File: config.mk
export PLATFORM = sky130hd
export DESIGN_NAME = stopwatch_bcd_core
export DESIGN_NICKNAME = d
export VERILOG_FILES = /design/src/rtl/stopwatch_pkg.sv /design/src/rtl/bcd_mod_counter.sv /design/src/rtl/stopwatch_bcd_core.sv
export SDC_FILE = /design/constraint.sdc
export NUM_CORES = 1
export LEC_CHECK = 0
export CAP_MARGIN = 15
export CORE_ASPECT_RATIO = 2
export CORE_MARGIN = 1
export CORE_UTILIZATION = 45
export CTS_CLUSTER_DIAMETER = 200
export CTS_CLUSTER_SIZE = 16
export DETAILED_ROUTE_END_ITERATION = 10
export PLACE_DENSITY = 0.65
export SLEW_MARGIN = 30
export SYNTH_ARGS = -nofsm -noshare
export SYNTH_HDL_FRONTEND = slang
export SYNTH_SLANG_ARGS = --single-unit
File: constraint.sdc
create_clock -name clk -period 5.2 [get_ports clk]
set_input_delay 1.04 -clock clk [delete_from_list [all_inputs] [get_ports clk]]
set_output_delay 1.04 -clock clk [all_outputs]
set_load 0.03 [all_outputs]
File: src/rtl/stopwatch_pkg.sv
// stopwatch_pkg
// Shared definitions for the BCD stopwatch core:
//   - sw_state_t : control FSM states (IDLE, RUN, LAP, STOP)
//   - SEL_*      : scan-select index of each displayed digit (0 = leftmost)
//   - DIGIT_MAX / DIGIT_MAX_TENS : BCD digit maxima for 0-9 and 0-5 digits
//   - DIGIT_INVALID : code returned on bcd_out for an unused scan position
package stopwatch_pkg;

    typedef enum logic [1:0] {
        IDLE = 2'd0,
        RUN  = 2'd1,
        LAP  = 2'd2,
        STOP = 2'd3
    } sw_state_t;

    localparam logic [2:0] SEL_M1 = 3'd0;
    localparam logic [2:0] SEL_M0 = 3'd1;
    localparam logic [2:0] SEL_S1 = 3'd2;
    localparam logic [2:0] SEL_S0 = 3'd3;
    localparam logic [2:0] SEL_C1 = 3'd4;
    localparam logic [2:0] SEL_C0 = 3'd5;

    localparam logic [3:0] DIGIT_MAX      = 4'd9;
    localparam logic [3:0] DIGIT_MAX_TENS = 4'd5;
    localparam logic [3:0] DIGIT_INVALID  = 4'hF;

    localparam int NUM_DIGITS = 6;

endpackage

File: src/rtl/bcd_mod_counter.sv
// bcd_mod_counter
// One BCD digit that counts 0..MAX and rolls back to 0.
// Ports:
//   clk, reset : clock, asynchronous active-high reset
//   inc        : advance by one this cycle
//   clr        : force digit to zero (wins over inc)
//   digit      : current digit value
//   carry      : high when inc arrives while digit == MAX (feeds next digit)
module bcd_mod_counter
    import stopwatch_pkg::*;
#(
    parameter logic [3:0] MAX = DIGIT_MAX
) (
    input  logic       clk,
    input  logic       reset,
    input  logic       inc,
    input  logic       clr,
    output logic [3:0] digit,
    output logic       carry
);

    logic [3:0] digit_reg;

    always_ff @(posedge clk or posedge reset) begin
        if (reset) begin
            digit_reg <= 4'd0;
        end else if (clr) begin
            digit_reg <= 4'd0;
        end else if (inc) begin
            digit_reg <= (digit_reg == MAX) ? 4'd0 : digit_reg + 4'd1;
        end
    end

    assign digit = digit_reg;
    // Combinational so a whole ripple of carries lands on the same edge.
    assign carry = inc && (digit_reg == MAX);

endmodule

File: src/rtl/stopwatch_bcd_core.sv
// stopwatch_bcd_core
// Six-digit MM:SS.cc BCD stopwatch with start/stop and lap/clear control.
// Ports:
//   clk, reset : clock, asynchronous active-high reset
//   tick_in    : slow tick square wave (asynchronous, synchronized here)
//   btn_ss     : start/stop button level
//   btn_lr     : lap/clear button level
//   seg7_sel   : scan position 0..5 (6, 7 invalid)
//   bcd_out    : digit at seg7_sel, 4'hF when invalid
//   disp_bcd   : {m1,m0,s1,s0,c1,c0} as displayed (lap latch while in LAP)
//   running    : high in RUN and LAP
//   frozen     : high in LAP
//   wrap       : one-cycle pulse when MIN_LIMIT:59.99 rolls to 00:00.00
module stopwatch_bcd_core
    import stopwatch_pkg::*;
#(
    parameter int MIN_LIMIT = 59
) (
    input  logic        clk,
    input  logic        reset,
    input  logic        tick_in,
    input  logic        btn_ss,
    input  logic        btn_lr,
    input  logic [2:0]  seg7_sel,
    output logic [3:0]  bcd_out,
    output logic [23:0] disp_bcd,
    output logic        running,
    output logic        frozen,
    output logic        wrap
);

    localparam logic [3:0] MIN_TENS = 4'(MIN_LIMIT / 10);
    localparam logic [3:0] MIN_ONES = 4'(MIN_LIMIT % 10);

    // Synchronizers and rising-edge detectors: bit 0 tick, 1 ss, 2 lr.
    logic [2:0] sync1_reg, sync2_reg, prev_reg;
    logic [2:0] ev;
    logic       tick_ev, ss_ev, lr_ev;

    always_ff @(posedge clk or posedge reset) begin
        if (reset) begin
            sync1_reg <= 3'd0;
            sync2_reg <= 3'd0;
            prev_reg  <= 3'd0;
        end else begin
            sync1_reg <= {btn_lr, btn_ss, tick_in};
            sync2_reg <= sync1_reg;
            prev_reg  <= sync2_reg;
        end
    end

    assign ev      = sync2_reg & ~prev_reg;
    assign tick_ev = ev[0];
    assign ss_ev   = ev[1];
    assign lr_ev   = ev[2];

    sw_state_t   state_reg;
    logic        running_reg, frozen_reg, wrap_reg;
    logic [23:0] lap_reg;

    // Counter digits: index 0 = c0 ... 5 = m1, packed so count matches disp order.
    logic [23:0] count;
    logic [NUM_DIGITS-1:0] dig_inc, dig_carry;
    logic count_en, at_limit, wrap_hit, clear_all;

    assign count_en = tick_ev && ((state_reg == RUN) || (state_reg == LAP));
    assign at_limit = (count[23:20] == MIN_TENS) && (count[19:16] == MIN_ONES);
    // dig_carry[3] means SS.cc is at 59.99 and about to roll. The m1 carry
    // covers 99:59.99, which only occurs when MIN_LIMIT is 99.
    assign wrap_hit = dig_carry[3] && (at_limit || dig_carry[5]);
    // Clear on wrap, or STOP + lr when no ss competes (ss has priority).
    assign clear_all = wrap_hit || ((state_reg == STOP) && lr_ev && !ss_ev);

    assign dig_inc[0] = count_en;

    genvar gi;
    generate
        for (gi = 0; gi < NUM_DIGITS; gi++) begin : g_digit
            bcd_mod_counter #(
                .MAX((gi == 3) ? DIGIT_MAX_TENS : DIGIT_MAX)
            ) u_digit (
                .clk  (clk),
                .reset(reset),
                .inc  (dig_inc[gi]),
                .clr  (clear_all),
                .digit(count[gi*4 +: 4]),
                .carry(dig_carry[gi])
            );
            if (gi < NUM_DIGITS - 1) begin : g_chain
                assign dig_inc[gi+1] = dig_carry[gi];
            end
        end
    endgenerate

    // Control FSM; the counter sees state_reg before this edge's transition,
    // so a coincident tick is applied with the old state.
    always_ff @(posedge clk or posedge reset) begin
        if (reset) begin
            state_reg   <= IDLE;
            running_reg <= 1'b0;
            frozen_reg  <= 1'b0;
            wrap_reg    <= 1'b0;
            lap_reg     <= 24'd0;
        end else begin
            wrap_reg <= wrap_hit;
            case (state_reg)
                IDLE: begin
                    if (ss_ev) begin
                        state_reg   <= RUN;
                        running_reg <= 1'b1;
                    end
                end
                RUN: begin
                    if (ss_ev) begin
                        state_reg   <= STOP;
                        running_reg <= 1'b0;
                    end else if (lr_ev) begin
                        state_reg  <= LAP;
                        frozen_reg <= 1'b1;
                        lap_reg    <= count;
                    end
                end
                LAP: begin
                    if (ss_ev) begin
                        state_reg   <= STOP;
                        running_reg <= 1'b0;
                        frozen_reg  <= 1'b0;
                    end else if (lr_ev) begin
                        state_reg  <= RUN;
                        frozen_reg <= 1'b0;
                    end
                end
                STOP: begin
                    if (ss_ev) begin
                        state_reg   <= RUN;
                        running_reg <= 1'b1;
                    end else if (lr_ev) begin
                        state_reg <= IDLE;
                    end
                end
                default: begin
                    state_reg   <= IDLE;
                    running_reg <= 1'b0;
                    frozen_reg  <= 1'b0;
                end
            endcase
        end
    end

    assign disp_bcd = (state_reg == LAP) ? lap_reg : count;
    assign running  = running_reg;
    assign frozen   = frozen_reg;
    assign wrap     = wrap_reg;

    always_comb begin
        bcd_out = DIGIT_INVALID;
        case (seg7_sel)
            SEL_M1:  bcd_out = disp_bcd[23:20];
            SEL_M0:  bcd_out = disp_bcd[19:16];
            SEL_S1:  bcd_out = disp_bcd[15:12];
            SEL_S0:  bcd_out = disp_bcd[11:8];
            SEL_C1:  bcd_out = disp_bcd[7:4];
            SEL_C0:  bcd_out = disp_bcd[3:0];
            default: bcd_out = DIGIT_INVALID;
        endcase
    end

endmodule
==> metrics.md, run 1 <==
| Metric | Value |
|---|---|
| Inst Count DP | 443 |
| Diode count | 0 |
| CP Cell Sequence | clkdlybuf4s50_1 -> clkinv_1 -> mux4_2 -> nor2_1 -> a21oi_1 -> clkdlybuf4s50_1 |
| Via count | ~2700 |
| Area taken by multi-input logic gates | 1740 µm² |
| Core Util, Final | 56.9% |
| Placed Instance Area | 3860 µm² |
| DR iter-0 viols | 138 |
| Least-Margin Pin Slew | 781 ps |
| Switching Fraction | 32.5% |
| Synth area leaders | dfrtp_1 45%, mux2_2 13%, ha_1 6.2% |
| Critical Path Most Common Cell | clkdlybuf4s50_1 |
| Pwr Density | 386 nW/µm² |
| Reg2reg start | state_reg[1] |
| Slew Limit Fails | 0 |
| Leakage | about 1.8 nW |
| Sw Pwr | between 0.5 and 0.6 mW |
| Fraction of registers with async set/reset | 100% |
| Crit Reg-Reg Endpoint | g_digit[1].u_digit.digit[0] |
| Post-synth EDFFs | 0 |
| CP bufs+invs | 3 |
| P&R area growth vs syn | 21.8% |
| Cells resized by post-CTS repair | 0 |
| Initial Utilization | 46.7% |
| Root Buffer | clkbuf_16 |
| Via density | 5.83 |
| Cell family with most CP delay | buffers and inverters |
| Layout Cells excl Fill | 459 |
| Main flop type after synthesis | dfrtp_1 |
| FF-to-FF path depth | 6 |
| Combinational power share | 27.1% |
| Share of the synthesized area in the top cell type | 45.4% |
| Pre-CTS WS | around 840 ps |
| Layout cell share with drive strength beyond 1 | 18.0% |
| Register bit total from synthesis | 62 |
| Hold crit path type | register to register |
| Gpl congestion | 0.851 |
| Post-CTS Hold Fix Bufs | 0 |
| Final nets | 387 |
| Total core area | 7320 µm² |
| Post-synth cell types | 50 |
| Post-CTS Setup Repair Bufs | 0 |
| Internal power | 1.09 mW |
| Post-DRT Antenna Nets | 0 |
| Hold path cells | 0 |
| Most common cell after layout, fill and taps aside | dfrtp_1 |
| Final Cycle Share | 84.2% |
| Worst Hold End | sync2_reg[0] |
| Synth Instances | 325 |
| Avg Cell Area, Syn | 10.5 µm² |
| Die footprint | 7970 µm² |
| Max stage delay on crit path | 700 ps |
| Startpoint Class | input pin |
| Register area share after synthesis | 45.4% |
| Minimum clock period | 4380 ps |
| Clock transition at path regs | 60 ps |
| Clk sinks | 62 |
| Ports | 39 |
| Initial antenna violation count | 0 |
| First-pass GRT wire length | 13.9 mm |
| Drt wl/cell | 18.1 µm |
| Total gr overflow | 0 |
| CTS tree | built |
| Seq pwr share | 36.1% |
| Synthesized net count | 350 |
| Register area | 1550 µm² |
| Worst Setup End Kind | output port |
| Final setup margin | 819 ps |
| Mapped Area | 3420 µm² |
| Synth area leader | dfrtp_1 |
| Setup_tns | 0 ps |
| Reg-to-reg slack, setup | 2790 ps |
| I/O Buffers | 38 |
| YS warnings | 0 |
| Max Freq | 228 MHz |
| # H-tree levels | 3 |
| Chip width | 63.6 µm |
| # setup viols final | 0 |
| Worst path slowest cell | clkdlybuf4s50_1 |
| Max IR drop VDD | 0.270 mV |
| Worst-Skew Late Latency | 330 ps |
| Rel. slew slack | 47.6% |
| Vias in the first global route | 2705 |
| Worst hold margin | approximately 350 ps |
| Final instance area | 4170 µm² |
| Status | finished clean |
| Drt first pass iters | 4 |
| HPWL after DPL | about 6.0 mm |
| CP max FO | 7 |
| Final Hold Viols | 0 |
| Most frequent cells in the layout | 62 x dfrtp_1, 38 x mux2_2, 38 x clkdlybuf4s50_1 |
| Residual DRC count | 0 |
| Total power draw | 1.61 mW |
| Max Cap Viol | 0 |
| Worst-case clock buffer depth | 2 |
| Power share of the clock group | 36.8% |
| FILL cells | 632 |
| Pin count of the biggest net entering global routing | 44 |
| # rows | 44 |
| Setup CP Type | input pin to output port |
| Die Height | 125 µm |
| RSZ-0062 raised after global routing | false |
| Total CTS buffers | 9 |
| GR Util All Layers | 23.2% |
| Worst Path Required | around 4200 ps |
| Critical path arrival | 3340 ps |
| Final WL | 8.31 mm |
| Worst Hold Launch | sync1_reg[0] |
| Worst-case clock skew | 4.73 ps |
[worst register-to-register path: stages, from the launching register on]
cell and delay [ps]:
dfrtp_1 430, inv_1 110, ha_1 320, and3b_1 340, nand4_4 300, o31ai_4 650, nor2_1 120
[final cells by class]
type	count	share of cell area, %
Clock buffer	9	5.41
Inverter	13	1.20
Tap cell	92	2.76
Sequential cell	62	37.2
Clock inverter	7	1.80
Timing Repair Buffer	42	9.85
Multi-Input combinational cell	234	41.7
[cell families (layout without fill, tap and decap cells)]
group,after synthesis,after routing,share of synthesized area (%)
xor+xnor,2,2,0.512
simple gates,93,93,15.0
fa+ha+maj,17,17,6.22
flops,62,62,45.4
buf+inv,29,71,3.88
compound gates,78,78,14.0
mux,44,44,15.0
[cells in the mapped netlist (2+ instances only)]
cell type	number
dfrtp_1	62
mux2_2	38
o21ai_0	32
nand2_1	29
a21oi_1	22
ha_1	17
nor2_1	16
inv_1	12
clkbuf_1	8
nor3_1	8
and3b_1	5
nand3_1	5
or3_1	5
buf_2	4
mux2i_1	4
nand3b_1	4
a211o_1	3
a211oi_1	3
a221oi_1	3
buf_4	3
nor2b_1	3
or4_1	3
a31oi_1	2
a41oi_1	2
mux4_2	2
nand2b_1	2
nand4_1	2
nand4b_1	2
o22ai_1	2
or4b_1	2
[per-layer routing]
metal / routed length, µm / vias up / GRT usage (%)
met5: 0 / - / 0
met4: 179 / 0 / 10.7
met3: 321 / 13 / 5.57
met2: 4550 / 62 / 40.3
met1: 3250 / 1341 / 26.2
li1: - / 1258 / -
[worst max-delay path by stage]
stage	endpoint	from	depth (start not counted)	slack, ps
2_1_floorplan	bcd_out[1]	state_reg[0]	8	1450
3_3_place_gp	bcd_out[2]	seg7_sel[0]	6	860
3_5_place_dp	bcd_out[2]	seg7_sel[0]	6	840
4_1_cts	bcd_out[1]	state_reg[0]	8	720
5_1_grt	bcd_out[2]	seg7_sel[0]	6	730
6_report	bcd_out[2]	seg7_sel[0]	6	820
[power groups by stage]
stage | Sequential [mW] | Combinational (mW) | Clock, mW
2_1_floorplan | 0.591 | 0.293 | 0
3_3_place_gp | 0.586 | 0.424 | 0
3_5_place_dp | 0.590 | 0.433 | 0
4_1_cts | 0.581 | 0.435 | 0.601
5_1_grt | 0.591 | 0.479 | 0.629
6_report | 0.581 | 0.436 | 0.592
Power figures use the tool's default switching activity.
==> inputs of run 2 (changes only) <==
Clock period 5.2 ns to 4.25 ns, I/O delays scaled along.
==> metrics.md, run 2 (synthesis results as in run 1) <==
| Metric | Value |
|---|---|
| Clock transition at path regs | approximately 50 ps |
| Final nets | a little under 400 |
| # H-tree levels | 3 |
| FILL cells | approximately 630 |
| Cells resized by post-CTS repair | 0 |
| Chip width | 63.6 µm |
| I/O Buffers | 38 |
| Initial antenna violation count | 0 |
| Worst Setup End Kind | output port |
| Post-CTS Hold Fix Bufs | 0 |
| Initial Utilization | between 40% and 50% |
| Clk sinks | 62 |
| Least-Margin Pin Slew | between 700 and 800 ps |
| Residual DRC count | 0 |
| Most frequent cells in the layout | 62 x dfrtp_1, 38 x mux2_2, 38 x clkdlybuf4s50_1 |
| # setup viols final | 0 |
| Worst-case clock buffer depth | 2 |
| Critical path arrival | between 3000 and 4000 ps |
| Leakage | approximately 1.8 nW |
| Status | finished clean |
| RSZ-0062 raised after global routing | false |
| Pin count of the biggest net entering global routing | 33 |
| Vias in the first global route | 2592 |
| CP Cell Sequence | inv_1 -> ha_2 -> mux2_2 -> mux4_2 -> nor2_1 -> a21oi_1 -> clkdlybuf4s50_1 |
| Final Hold Viols | 0 |
| Area taken by multi-input logic gates | 1740 µm² |
| Total core area | 7320 µm² |
| Max IR drop VDD | 0.293 mV |
| Max Cap Viol | 0 |
| GR Util All Layers | 22.5% |
| Final WL | 8.12 mm |
| Total CTS buffers | 9 |
| Total gr overflow | 0 |
| Die footprint | 7970 µm² |
| Worst-Skew Late Latency | 330 ps |
| Root Buffer | clkbuf_16 |
| Total power draw | 2.02 mW |
| Final Cycle Share | 92.5% |
| Worst Hold Launch | sync1_reg[0] |
| Cell family with most CP delay | multiplexers |
| Pwr Density | around 480 nW/µm² |
| Setup CP Type | register to output port |
| Worst Path Required | about 3400 ps |
| Drt wl/cell | ~18 µm |
| Max Freq | about 250 MHz |
| Via count | roughly 2600 |
| Die Height | 125 µm |
| HPWL after DPL | 6.01 mm |
| Slew Limit Fails | 0 |
| CP bufs+invs | 2 |
| CTS tree | built |
| Reg-to-reg slack, setup | 1810 ps |
| Max stage delay on crit path | 600 ps |
| Via density | 5.73 |
| Setup_tns | 0 ps |
| Diode count | 0 |
| Hold crit path type | register to register |
| First-pass GRT wire length | about 13 mm |
| Gpl congestion | about 0.90 |
| Register area | 1550 µm² |
| Reg2reg start | state_reg[1] |
| Worst path slowest cell | clkdlybuf4s50_1 |
| CP max FO | 21 |
| Ports | 39 |
| Layout cell share with drive strength beyond 1 | between 15 and 20% |
| # rows | 44 |
| P&R area growth vs syn | 22.5% |
| Minimum clock period | between 3000 and 4000 ps |
| Post-CTS Setup Repair Bufs | 0 |
| Post-DRT Antenna Nets | 0 |
| DR iter-0 viols | about 230 |
| Most common cell after layout, fill and taps aside | dfrtp_1 |
| Setup crit start | state_reg[0] |
| Worst-case clock skew | 5.27 ps |
| Rel. slew slack | 46.4% |
| Drt first pass iters | 4 |
| Startpoint Class | register |
-- run 2: changes by cell type in the layout (fill, tap and decap cells not counted), sizes merged --
| cell | delta |
|---|---|
| clkinvlp | -1 |
| clkinv | -2 |
| clkbuf | +1 |
| bufinv | +1 |
| inv | +1 |
-- run 2: worst paths after layout --
kind,end,cells after the start
max in group asynchronous,g_digit[0].u_digit.digit[2],3
hold / removal,sync2_reg[0],0
setup / recovery,bcd_out[2],7
setup reg to reg,g_digit[0].u_digit.digit[1],6
hold reg to reg,sync2_reg[0],0
min in group asynchronous,sync1_reg[1],2
-- run 2: area by class of cell --
cell class                      count  share of cell area (%)
Multi-Input combinational cell    234                    41.5
Sequential cell                    62                    37.0
Inverter                           13                    1.17
Clock inverter                      6                    2.03
Timing Repair Buffer               42                    9.80
Tap cell                           92                    2.75
Clock buffer                       10                    5.71
-- run 2: layer usage --
metal	track usage [%]	up-vias	share of wire [%]
met5	0	-	0
met1	25.0	1296	38
met3	6.11	17	5.3
met4	11.0	0	2.7
li1	-	1259	-
met2	38.5	59	54
-- run 2: worst reg2reg max path: stages (launching register included) --
cell and delay, ps:
dfrtp_1 440, inv_1 120, ha_1 320, and3b_1 350, nand4_4 320, o31ai_4 640
nor2_1 120
-- run 2: power by group --
| group | switching, mW | internal [mW] |
|---|---|---|
| sequential | 0.0616 | 0.650 |
| clock | 0.264 | 0.526 |
| combinational | 0.301 | 0.219 |
-- run 2: through the flow --
stage | hold WS (ps) | instances | cell area [µm²] | util (%) | setup WS (ps)
after CTS | 353 | 459 | 4190 | 57.2 | 39.1
after detailed placement | 341 | 443 | 3860 | 52.7 | 396
after global placement | 334 | 443 | 3860 | 52.7 | 446
after floorplan | 331 | 325 | 3420 | - | 692
after global routing | 363 | 459 | 4190 | 57.2 | 176
final | 350 | 459 | 4190 | 57.2 | 320
==> inputs of run 3 (changes only) <==
--- a/config.mk
+++ b/config.mk
@@ -6,5 +6,4 @@
 export NUM_CORES = 1
 export LEC_CHECK = 0
-export CAP_MARGIN = 15
 export CORE_ASPECT_RATIO = 2
 export CORE_MARGIN = 1
==> constraint.sdc (replaced) <==
create_clock -name clk -period 4.25 [get_ports clk]
set_input_delay 0.85 -clock clk [delete_from_list [all_inputs] [get_ports clk]]
set_output_delay 0.85 -clock clk [all_outputs]
set_load 0.01 [all_outputs]
==> metrics.md, run 3 (synthesis results as in run 1) <==
| Metric | Value |
|---|---|
| Final Hold Viols | 0 |
| Startpoint Class | input pin |
| Inst Count DP | 442 |
| Die Height | 125 µm |
| Residual DRC count | 0 |
| Status | finished clean |
| Layout Cells excl Fill | 458 |
| Most common cell after layout, fill and taps aside | dfrtp_1 |
| Slew Limit Fails | 0 |
| Setup_tns | 0 ps |
| Total core area | ~7300 µm² |
| RSZ-0062 raised after global routing | false |
| Worst-case clock buffer depth | 2 |
| Chip width | 63.6 µm |
| Cells resized by post-CTS repair | 0 |
| CP max FO | 7 |
| Vias in the first global route | 2692 |
| Layout cell share with drive strength beyond 1 | between 15 and 20% |
| Max Freq | 259 MHz |
| Die footprint | 7970 µm² |
| Final WL | between 8 and 9 mm |
| Via density | 5.86 |
| FF-to-FF path depth | 6 |
| Max IR drop VDD | ~0.37 mV |
| Via count | 2684 |
| Final setup margin | about 400 ps |
| Hold crit path type | register to register |
| Post-DRT Antenna Nets | 0 |
| DR iter-0 viols | 206 |
| # rows | 44 |
| Rel. slew slack | 49.6% |
| First-pass GRT wire length | 13.5 mm |
| # H-tree levels | 3 |
| Ports | 39 |
| Clock transition at path regs | 50 ps |
| Root Buffer | clkbuf_16 |
| Post-CTS Hold Fix Bufs | 0 |
| Worst Path Required | approximately 3400 ps |
| Initial Utilization | 46.7% |
| Setup CP Type | input pin to output port |
| GR Util All Layers | 22.7% |
| Worst-Skew Late Latency | 330 ps |
| Reg2reg start | state_reg[1] |
| Total CTS buffers | 9 |
| CTS tree | built |
| Least-Margin Pin Slew | 751 ps |
| Max Cap Viol | 0 |
| Gpl congestion | between 0.8 and 0.9 |
| Pin count of the biggest net entering global routing | 47 |
| Leakage | 1.83 nW |
| Pwr Density | 473 nW/µm² |
| Hold path cells | 0 |
| P&R area growth vs syn | 22.6% |
| Diode count | 0 |
| Drt first pass iters | 4 |
| Final Cycle Share | 90.8% |
| Minimum clock period | 3860 ps |
| Total gr overflow | 0 |
| Pre-CTS WS | 362 ps |
| Drt wl/cell | 17.8 µm |
| Setup crit start | seg7_sel[0] |
| Most frequent cells in the layout | 62 x dfrtp_1, 38 x mux2_2, 38 x clkdlybuf4s50_1 |
| HPWL after DPL | 5.88 mm |
| # setup viols final | 0 |
| Clk sinks | 62 |
| I/O Buffers | 38 |
| Initial antenna violation count | 0 |
| Final nets | 386 |
| Critical path arrival | about 3000 ps |
| Post-CTS Setup Repair Bufs | 0 |
| Worst-case clock skew | between 4 and 5 ps |
| Worst Setup End Kind | output port |
| Worst Hold Launch | sync1_reg[2] |
## run 3: cell types whose count changed in the layout (fill, tap and decap cells not counted), sizes merged
cell | before | now
buf | 4 | 3
clkbuf | 10 | 13
clkinv | 3 | 2
clkinvlp | 2 | 0
## run 3: metal layers
| layer | GRT usage, % | up-vias | routed length, µm |
|---|---|---|---|
| met5 | 0 | - | 0 |
| met4 | 10.3 | 0 | 170 |
| met3 | 5.93 | 14 | 359 |
| met2 | 40.7 | 61 | 4460 |
| met1 | 24.1 | 1355 | 3180 |
| li1 | - | 1254 | - |
## run 3: per-stage QoR
| stage | total power, mW | cell area, µm² | utilization (%) | hold WS (ps) |
|---|---|---|---|---|
| after floorplan | 1.02 | 3420 | - | 331 |
| after global placement | 1.17 | 3850 | 52.6 | 333 |
| after detailed placement | 1.18 | 3860 | 52.7 | 336 |
| after CTS | 2.00 | 4190 | 57.2 | 348 |
| after global routing | 2.08 | 4190 | 57.3 | 351 |
| final | 1.99 | 4190 | 57.3 | 345 |
## run 3: final cells by class
| class | instances | area (µm²) |
|---|---|---|
| Fill cell | 668 | 3130 |
| Multi-Input combinational cell | 234 | 1740 |
| Tap cell | 92 | 115 |
| Clock buffer | 13 | 270 |
| Clock inverter | 3 | 65.1 |
| Sequential cell | 62 | 1550 |
| Timing Repair Buffer | 41 | 403 |
| Inverter | 13 | 51.3 |
## run 3: path summary, 6_finish.rpt
check | endpoint | slack (ps)
setup reg to reg | g_digit[1].u_digit.digit[3] | 1820
setup / recovery | bcd_out[2] | 390
min in group asynchronous | sync2_reg[1] | 950
hold / removal | sync2_reg[2] | 350
max in group asynchronous | lap_reg[10] | 2610
hold reg to reg | sync2_reg[2] | 350
## run 3: where the power goes
part | total, mW | switching [mW] | leakage (nW) | internal (mW)
clock network | 0.810 | 0.250 | 0.166 | 0.560
registers | 0.713 | 0.0624 | 0.830 | 0.650
logic | 0.463 | 0.244 | 0.836 | 0.219
total | 1.99 | 0.556 | 1.83 | 1.43
## run 3: critical path, cell delays in order
cell,delay [ps]
clkdlybuf4s50_1,640
clkinv_1,310
mux4_2,420
nor2_1,50
a21oi_1,170
clkdlybuf4s50_1,560
